[src/rtl/floor_call_if.sv]
// floor_call_if: request/served handshake between the floor call encoder and
// the elevator controller.
//   req_valid    : encoder -> controller, req_floor holds an unissued call
//   req_floor    : encoder -> controller, BCD floor index
//   req_ready    : controller -> encoder, req_floor accepted this cycle
//   served_valid : controller -> encoder, a floor has been served
//   served_floor : controller -> encoder, BCD index of the served floor
// master = encoder side, slave = controller side.
interface floor_call_if;
  logic       req_valid;
  logic [3:0] req_floor;
  logic       req_ready;
  logic       served_valid;
  logic [3:0] served_floor;

  modport master (
    output req_valid, req_floor,
    input  req_ready, served_valid, served_floor
  );

  modport slave (
    input  req_valid, req_floor,
    output req_ready, served_valid, served_floor
  );
endinterface

[src/rtl/floor_call_encoder.sv]
// floor_call_encoder: turns raw one-hot floor call buttons into a stream of
// BCD floor codes for the elevator controller.
//   clk, rst_n : rising-edge clock, asynchronous active-low reset
//   btn        : raw asynchronous call buttons, bit i = floor i
//   pending    : call-lamp register, bit i set while floor i is outstanding
//   bus        : floor_call_if.master (req_valid/req_floor/req_ready request
//                channel, served_valid/served_floor clear channel)
// Each button is synchronised (two flops) and debounced; a debounced rising
// edge latches the call into pending. Pending calls not yet issued are
// arbitrated into a single output register behind a valid/ready handshake.
// Optional macro FLOOR_CALL_RR_EN: round-robin arbitration starting after the
// last issued floor. Undefined: fixed lowest-index priority.
module floor_call_encoder #(
  parameter int N_FLOORS        = 8,
  parameter int DEBOUNCE_CYCLES = 4
) (
  input  logic                clk,
  input  logic                rst_n,
  input  logic [N_FLOORS-1:0] btn,
  output logic [N_FLOORS-1:0] pending,
  floor_call_if.master        bus
);

  localparam int CW = $clog2(DEBOUNCE_CYCLES + 1);
  localparam logic [CW-1:0] CNT_LAST = CW'(DEBOUNCE_CYCLES - 1);

  logic [N_FLOORS-1:0] rise;

  // Per-button conditioning: synchroniser, debounce counter, edge detect.
  genvar gi;
  generate
    for (gi = 0; gi < N_FLOORS; gi++) begin : g_btn
      logic          sync1_reg, sync2_reg, deb_reg, deb_prev_reg;
      logic [CW-1:0] cnt_reg;

      always_ff @(posedge clk or negedge rst_n) begin
        if (!rst_n) begin
          sync1_reg    <= 1'b0;
          sync2_reg    <= 1'b0;
          deb_reg      <= 1'b0;
          deb_prev_reg <= 1'b0;
          cnt_reg      <= '0;
        end else begin
          sync1_reg    <= btn[gi];
          sync2_reg    <= sync1_reg;
          deb_prev_reg <= deb_reg;
          if (sync2_reg != deb_reg) begin
            // The level must disagree for DEBOUNCE_CYCLES consecutive
            // cycles; the flip happens on the cycle the count would reach it.
            if (cnt_reg == CNT_LAST) begin
              deb_reg <= sync2_reg;
              cnt_reg <= '0;
            end else begin
              cnt_reg <= cnt_reg + 1'b1;
            end
          end else begin
            cnt_reg <= '0;
          end
        end
      end

      assign rise[gi] = deb_reg & ~deb_prev_reg;
    end
  endgenerate

  logic [N_FLOORS-1:0] pending_reg, pending_next;
  logic [N_FLOORS-1:0] issued_reg, issued_next;
  logic [N_FLOORS-1:0] served_mask, accept_mask, cand, set_mask;
  logic                req_valid_reg, req_valid_next;
  logic [3:0]          req_floor_reg, req_floor_next;
  logic                xfer, load, found;
  logic [3:0]          sel;
`ifdef FLOOR_CALL_RR_EN
  logic [3:0]          start_reg, start_next;
`endif

  always_comb begin
    xfer        = bus.req_valid & bus.req_ready;
    load        = ~bus.req_valid | bus.req_ready;
    served_mask = '0;
    accept_mask = '0;
    for (int i = 0; i < N_FLOORS; i++) begin
      // Out-of-range and non-BCD served codes never match any floor.
      served_mask[i] = bus.served_valid && (bus.served_floor == 4'(i));
      // The floor leaving the output register must not be reloaded at once.
      accept_mask[i] = xfer && (req_floor_reg == 4'(i));
    end
    cand  = pending_reg & ~issued_reg & ~accept_mask;
    found = 1'b0;
    sel   = '0;
`ifdef FLOOR_CALL_RR_EN
    for (int k = 0; k < N_FLOORS; k++) begin
      if (!found && cand[(int'(start_reg) + k) % N_FLOORS]) begin
        found = 1'b1;
        sel   = 4'((int'(start_reg) + k) % N_FLOORS);
      end
    end
`else
    // Descending scan so the lowest set index is the last one written.
    for (int k = N_FLOORS - 1; k >= 0; k--) begin
      if (cand[k]) begin
        found = 1'b1;
        sel   = 4'(k);
      end
    end
`endif
    set_mask = '0;
    for (int i = 0; i < N_FLOORS; i++) begin
      set_mask[i] = load && found && (sel == 4'(i));
    end

    // A served clear beats a press or an issue landing in the same cycle.
    pending_next = (pending_reg | rise) & ~served_mask;
    issued_next  = (issued_reg | set_mask) & ~served_mask;

    req_valid_next = req_valid_reg;
    req_floor_next = req_floor_reg;
    if (load) begin
      req_valid_next = found;
      if (found) begin
        req_floor_next = sel;
      end
    end
`ifdef FLOOR_CALL_RR_EN
    start_next = start_reg;
    if (load && found) begin
      start_next = (sel == 4'(N_FLOORS - 1)) ? 4'd0 : sel + 4'd1;
    end
`endif
  end

  always_ff @(posedge clk or negedge rst_n) begin
    if (!rst_n) begin
      pending_reg   <= '0;
      issued_reg    <= '0;
      req_valid_reg <= 1'b0;
      req_floor_reg <= 4'd0;
    end else begin
      pending_reg   <= pending_next;
      issued_reg    <= issued_next;
      req_valid_reg <= req_valid_next;
      req_floor_reg <= req_floor_next;
    end
  end

`ifdef FLOOR_CALL_RR_EN
  always_ff @(posedge clk or negedge rst_n) begin
    if (!rst_n) begin
      start_reg <= 4'd0;
    end else begin
      start_reg <= start_next;
    end
  end
`endif

  assign pending       = pending_reg;
  assign bus.req_valid = req_valid_reg;
  assign bus.req_floor = req_floor_reg;

endmodule

[src/flat_wrapper.sv]
// flat-port wrapper written by rule: the top's interface ports become plain ports
module floor_call_encoder_flat 
#(
  parameter int N_FLOORS        = 8,
  parameter int DEBOUNCE_CYCLES = 4
)
  (clk, rst_n, btn, pending, bus_req_valid, bus_req_floor, bus_req_ready, bus_served_valid, bus_served_floor);
  floor_call_if bus_i ();
  input  logic clk;
  input  logic rst_n;
  input  logic [N_FLOORS-1:0] btn;
  output logic [N_FLOORS-1:0] pending;
  output wire logic [$bits(bus_i.req_valid)-1:0] bus_req_valid;
  output wire logic [$bits(bus_i.req_floor)-1:0] bus_req_floor;
  input wire logic [$bits(bus_i.req_ready)-1:0] bus_req_ready;
  input wire logic [$bits(bus_i.served_valid)-1:0] bus_served_valid;
  input wire logic [$bits(bus_i.served_floor)-1:0] bus_served_floor;
  assign bus_req_valid = bus_i.req_valid;
  assign bus_req_floor = bus_i.req_floor;
  assign bus_i.req_ready = bus_req_ready;
  assign bus_i.served_valid = bus_served_valid;
  assign bus_i.served_floor = bus_served_floor;
  floor_call_encoder #(.N_FLOORS(N_FLOORS), .DEBOUNCE_CYCLES(DEBOUNCE_CYCLES)) u_core (.clk(clk), .rst_n(rst_n), .btn(btn), .pending(pending), .bus(bus_i));
endmodule
[config.mk]
export PLATFORM = sky130hd
export DESIGN_NAME = floor_call_encoder_flat
export DESIGN_NICKNAME = d
export VERILOG_FILES = /design/src/rtl/floor_call_if.sv /design/src/rtl/floor_call_encoder.sv /design/src/flat_wrapper.sv
export SDC_FILE = /design/constraint.sdc
export NUM_CORES = 1
export LEC_CHECK = 0
export CORE_MARGIN = 1
export CORE_UTILIZATION = 61
export CTS_CLUSTER_DIAMETER = 30
export DETAILED_ROUTE_END_ITERATION = 8
export HOLD_SLACK_MARGIN = 0.15
export PLACE_DENSITY = 0.84
export SETUP_SLACK_MARGIN = 0.1
export SYNTH_ARGS = -nofsm -noshare
export SYNTH_HDL_FRONTEND = slang
export SYNTH_SLANG_ARGS = --single-unit
[constraint.sdc]
create_clock -name clk -period 3.4 [get_ports clk]
set_clock_uncertainty 0.15 [all_clocks]
set_input_delay 0.68 -clock clk [delete_from_list [all_inputs] [get_ports clk]]
set_output_delay 0.68 -clock clk [all_outputs]
set_load 0.05 [all_outputs]
==> reports/qor.yml <==
status: "finished clean"
crit_required_ps: 2570
dr.pass1.iters: 4
fin_tns_setup_ps: 0
antennaDiodeCount: 0
synth_top_area_share_pct: 60.1
synth-seq-cells: 76
holdCritPathClass: "reg -> reg"
tightest_slew_ps: 906
drc: 0
initial_core_util_pct: 65.3
hold_buffers: 0
relSlewSlack_pct: 39.6
clock_latency_ps: 340
syn_inst: 253
cts_buffers: 9
finalNetCount: 313
critPathSlowestCell: "clkdlybuf4s50_1"
path_clk_slew_ps: 70
final_common_cell: "dfrtp_1"
path_max_fanout: 12
grt_pass1_vias: 2083
die_w_um: 74.1
dieArea_um2: 5480
path_buf_inv: 1
syn_area_per_cell_um2: 12.5
cp-end-kind: "output pin"
final.min_clock_period_ps: 2620
place.gp.congestion: 0.820
ys.flop_type: "dfrtp_1"
cp.arrival_ps: 1790
mostFrequentLayoutCells: "dfrtp_1, clkdlybuf4s50_1, nor3b_1"
setup.worst_path.class: "reg -> out"
overflow: 0
synth_cell_types: 48
synth_area_um2: 3170
crit_path_max_incr_delay_ps: 870
cts.sinks: 76
syn2layout_area_growth_pct: 16.9
largest_reg_flops: 24
cp-start-kind: "flop"
ir_worst_vdd_uv: 546
clockRootBuffer: "clkbuf_8"
ios: 29
yosysWarnings: 0
via_per_inst: 5.70
synth_area_leaders: "dfrtp_1, nor3b_1, ha_1"
portBuffers: 27
groute.usage.overall_pct: 23.9
grt_pass1_wl_um: 9440
antenna_found_initial: 0
whs_ps: 198
yosysSeqAreaShare_pct: 60.1
vias: 2059
route.final.wire_length_um: 5620
cts_resized: 0
core_area_um2: 4850
fillers: 331
grt_max_degree: 77
crit_path_cell_trace: "clkdlybuf4s50_1"
place_hpwl_um: 3930
final_antenna_net_count: 0
clockBufferDepth: 2
routedWlPerCell_um: 15.6
max_freq_ghz: 0.382
post_cts_buffers: 0
die_h_um: 74.1
drt-initial-drc-count: 127
path_delay_family: "buffers and inverters"
r2r_slack_ps: 1170
htreeDepth: 3
async_reset_ff_share_pct: 100
powerDensity_nw_per_um2: 908
drive_above_1_share_pct: 15.6
num_rows: 25
leakage_uw: 0.00162
fin_util_pct: 76.3
hold_viol: 0
tritoncts: "yes"
fin_crit_sh_pct: 77.0
final_max_slew_viol_count: 0
yosysTopAreaCell: "dfrtp_1"
rsz0062_at_grt: "no"
cap_violations: 0
synthesis.nets: 277
synth_edf_count: 0
finalSetupViolCount: 0
[metal layers]
| metal | part of all wire (%) | GRT usage (%) | wire, um |
|---|---|---|---|
| met1 | 44 | 30.4 | 2490 |
| met2 | 49 | 38.9 | 2760 |
| met3 | 5.1 | 6.10 | 289 |
| met4 | 1.6 | 10.9 | 92 |
| met5 | 0 | 0 | 0 |
[path summary, 6_finish.rpt]
path	startpoint	to	cells after the start
max	u_core.bus.req_floor[0]	bus_req_floor[0]	1
max reg2reg	u_core.bus.req_floor[0]	u_core.issued_reg[7]	5
min	u_core.g_btn[3].sync1_reg	u_core.g_btn[3].sync2_reg	0
min in group asynchronous	rst_n	u_core.g_btn[6].sync1_reg	1
max in group asynchronous	rst_n	u_core.g_btn[2].cnt_reg[1]	1
min reg2reg	u_core.g_btn[3].sync1_reg	u_core.g_btn[3].sync2_reg	0
[metrics by stage]
step / instance area (um2) / instances / worst slack [ps] / total power (uW)
2_1_floorplan: 3170 / 253 / 1120 / 2320
3_3_place_gp: 3500 / 345 / 529 / 2610
3_5_place_dp: 3500 / 345 / 483 / 2680
4_1_cts: 3700 / 361 / 755 / 3380
5_1_grt: 3700 / 361 / 690 / 3560
6_report: 3700 / 361 / 780 / 3360
[synth_stat cells (all sizes together), types with 2 or more instances]
library cell / instances
dfrtp: 76
nor3b: 18
a21oi: 13
nor2b: 13
o21ai: 13
nor2: 12
nor3: 12
ha: 8
inv: 8
mux2: 8
xnor2: 8
nand2: 7
or2b: 5
and2b: 4
nand2b: 4
nand3: 4
nand4b: 4
nand3b: 3
o22a: 3
and2: 2
and3: 2
buf: 2
o21a: 2
o22ai: 2
o31ai: 2
or3b: 2
[cell type report]
cell class / count / area (um2) / share of cell area, %
Clock inverter: 5 / 50.0 / 1.35
Multi-Input combinational cell: 167 / 1220 / 32.9
Timing Repair Buffer: 27 / 268 / 7.23
Sequential cell: 76 / 1900 / 51.4
Tap cell: 67 / 83.8 / 2.27
Clock buffer: 11 / 151 / 4.09
Inverter: 8 / 30.0 / 0.811
[cells by family (layout without fill, tap and decap cells)]
kind of cell	count (synthesis)	after routing	synth area share, %
and+or+nand+nor	96	96	20.0
DFF	76	76	60.1
AOI/OAI and AO/OA	45	45	9.80
buffers and inverters	10	51	1.54
muxes	9	9	3.16
adders and majority gates	8	8	3.16
xor gates and xnor gates	8	8	2.21
other	1	1	0.118
[worst register-to-register path, stage by stage (launching register included)]
cell and delay (ps):
dfrtp_1 520, and3b_2 300, o32ai_4 290, nor3b_2 260
or3b_1 420, o31ai_2 220
[power breakdown]
group / internal, uW / leakage [uW] / switching [uW]
registers: 1180 / 0.000907 / 216
clock network: 374 / 0.000109 / 310
logic: 558 / 0.000602 / 720
total: 2110 / 0.00162 / 1250
(Power assumes the default switching activity.)
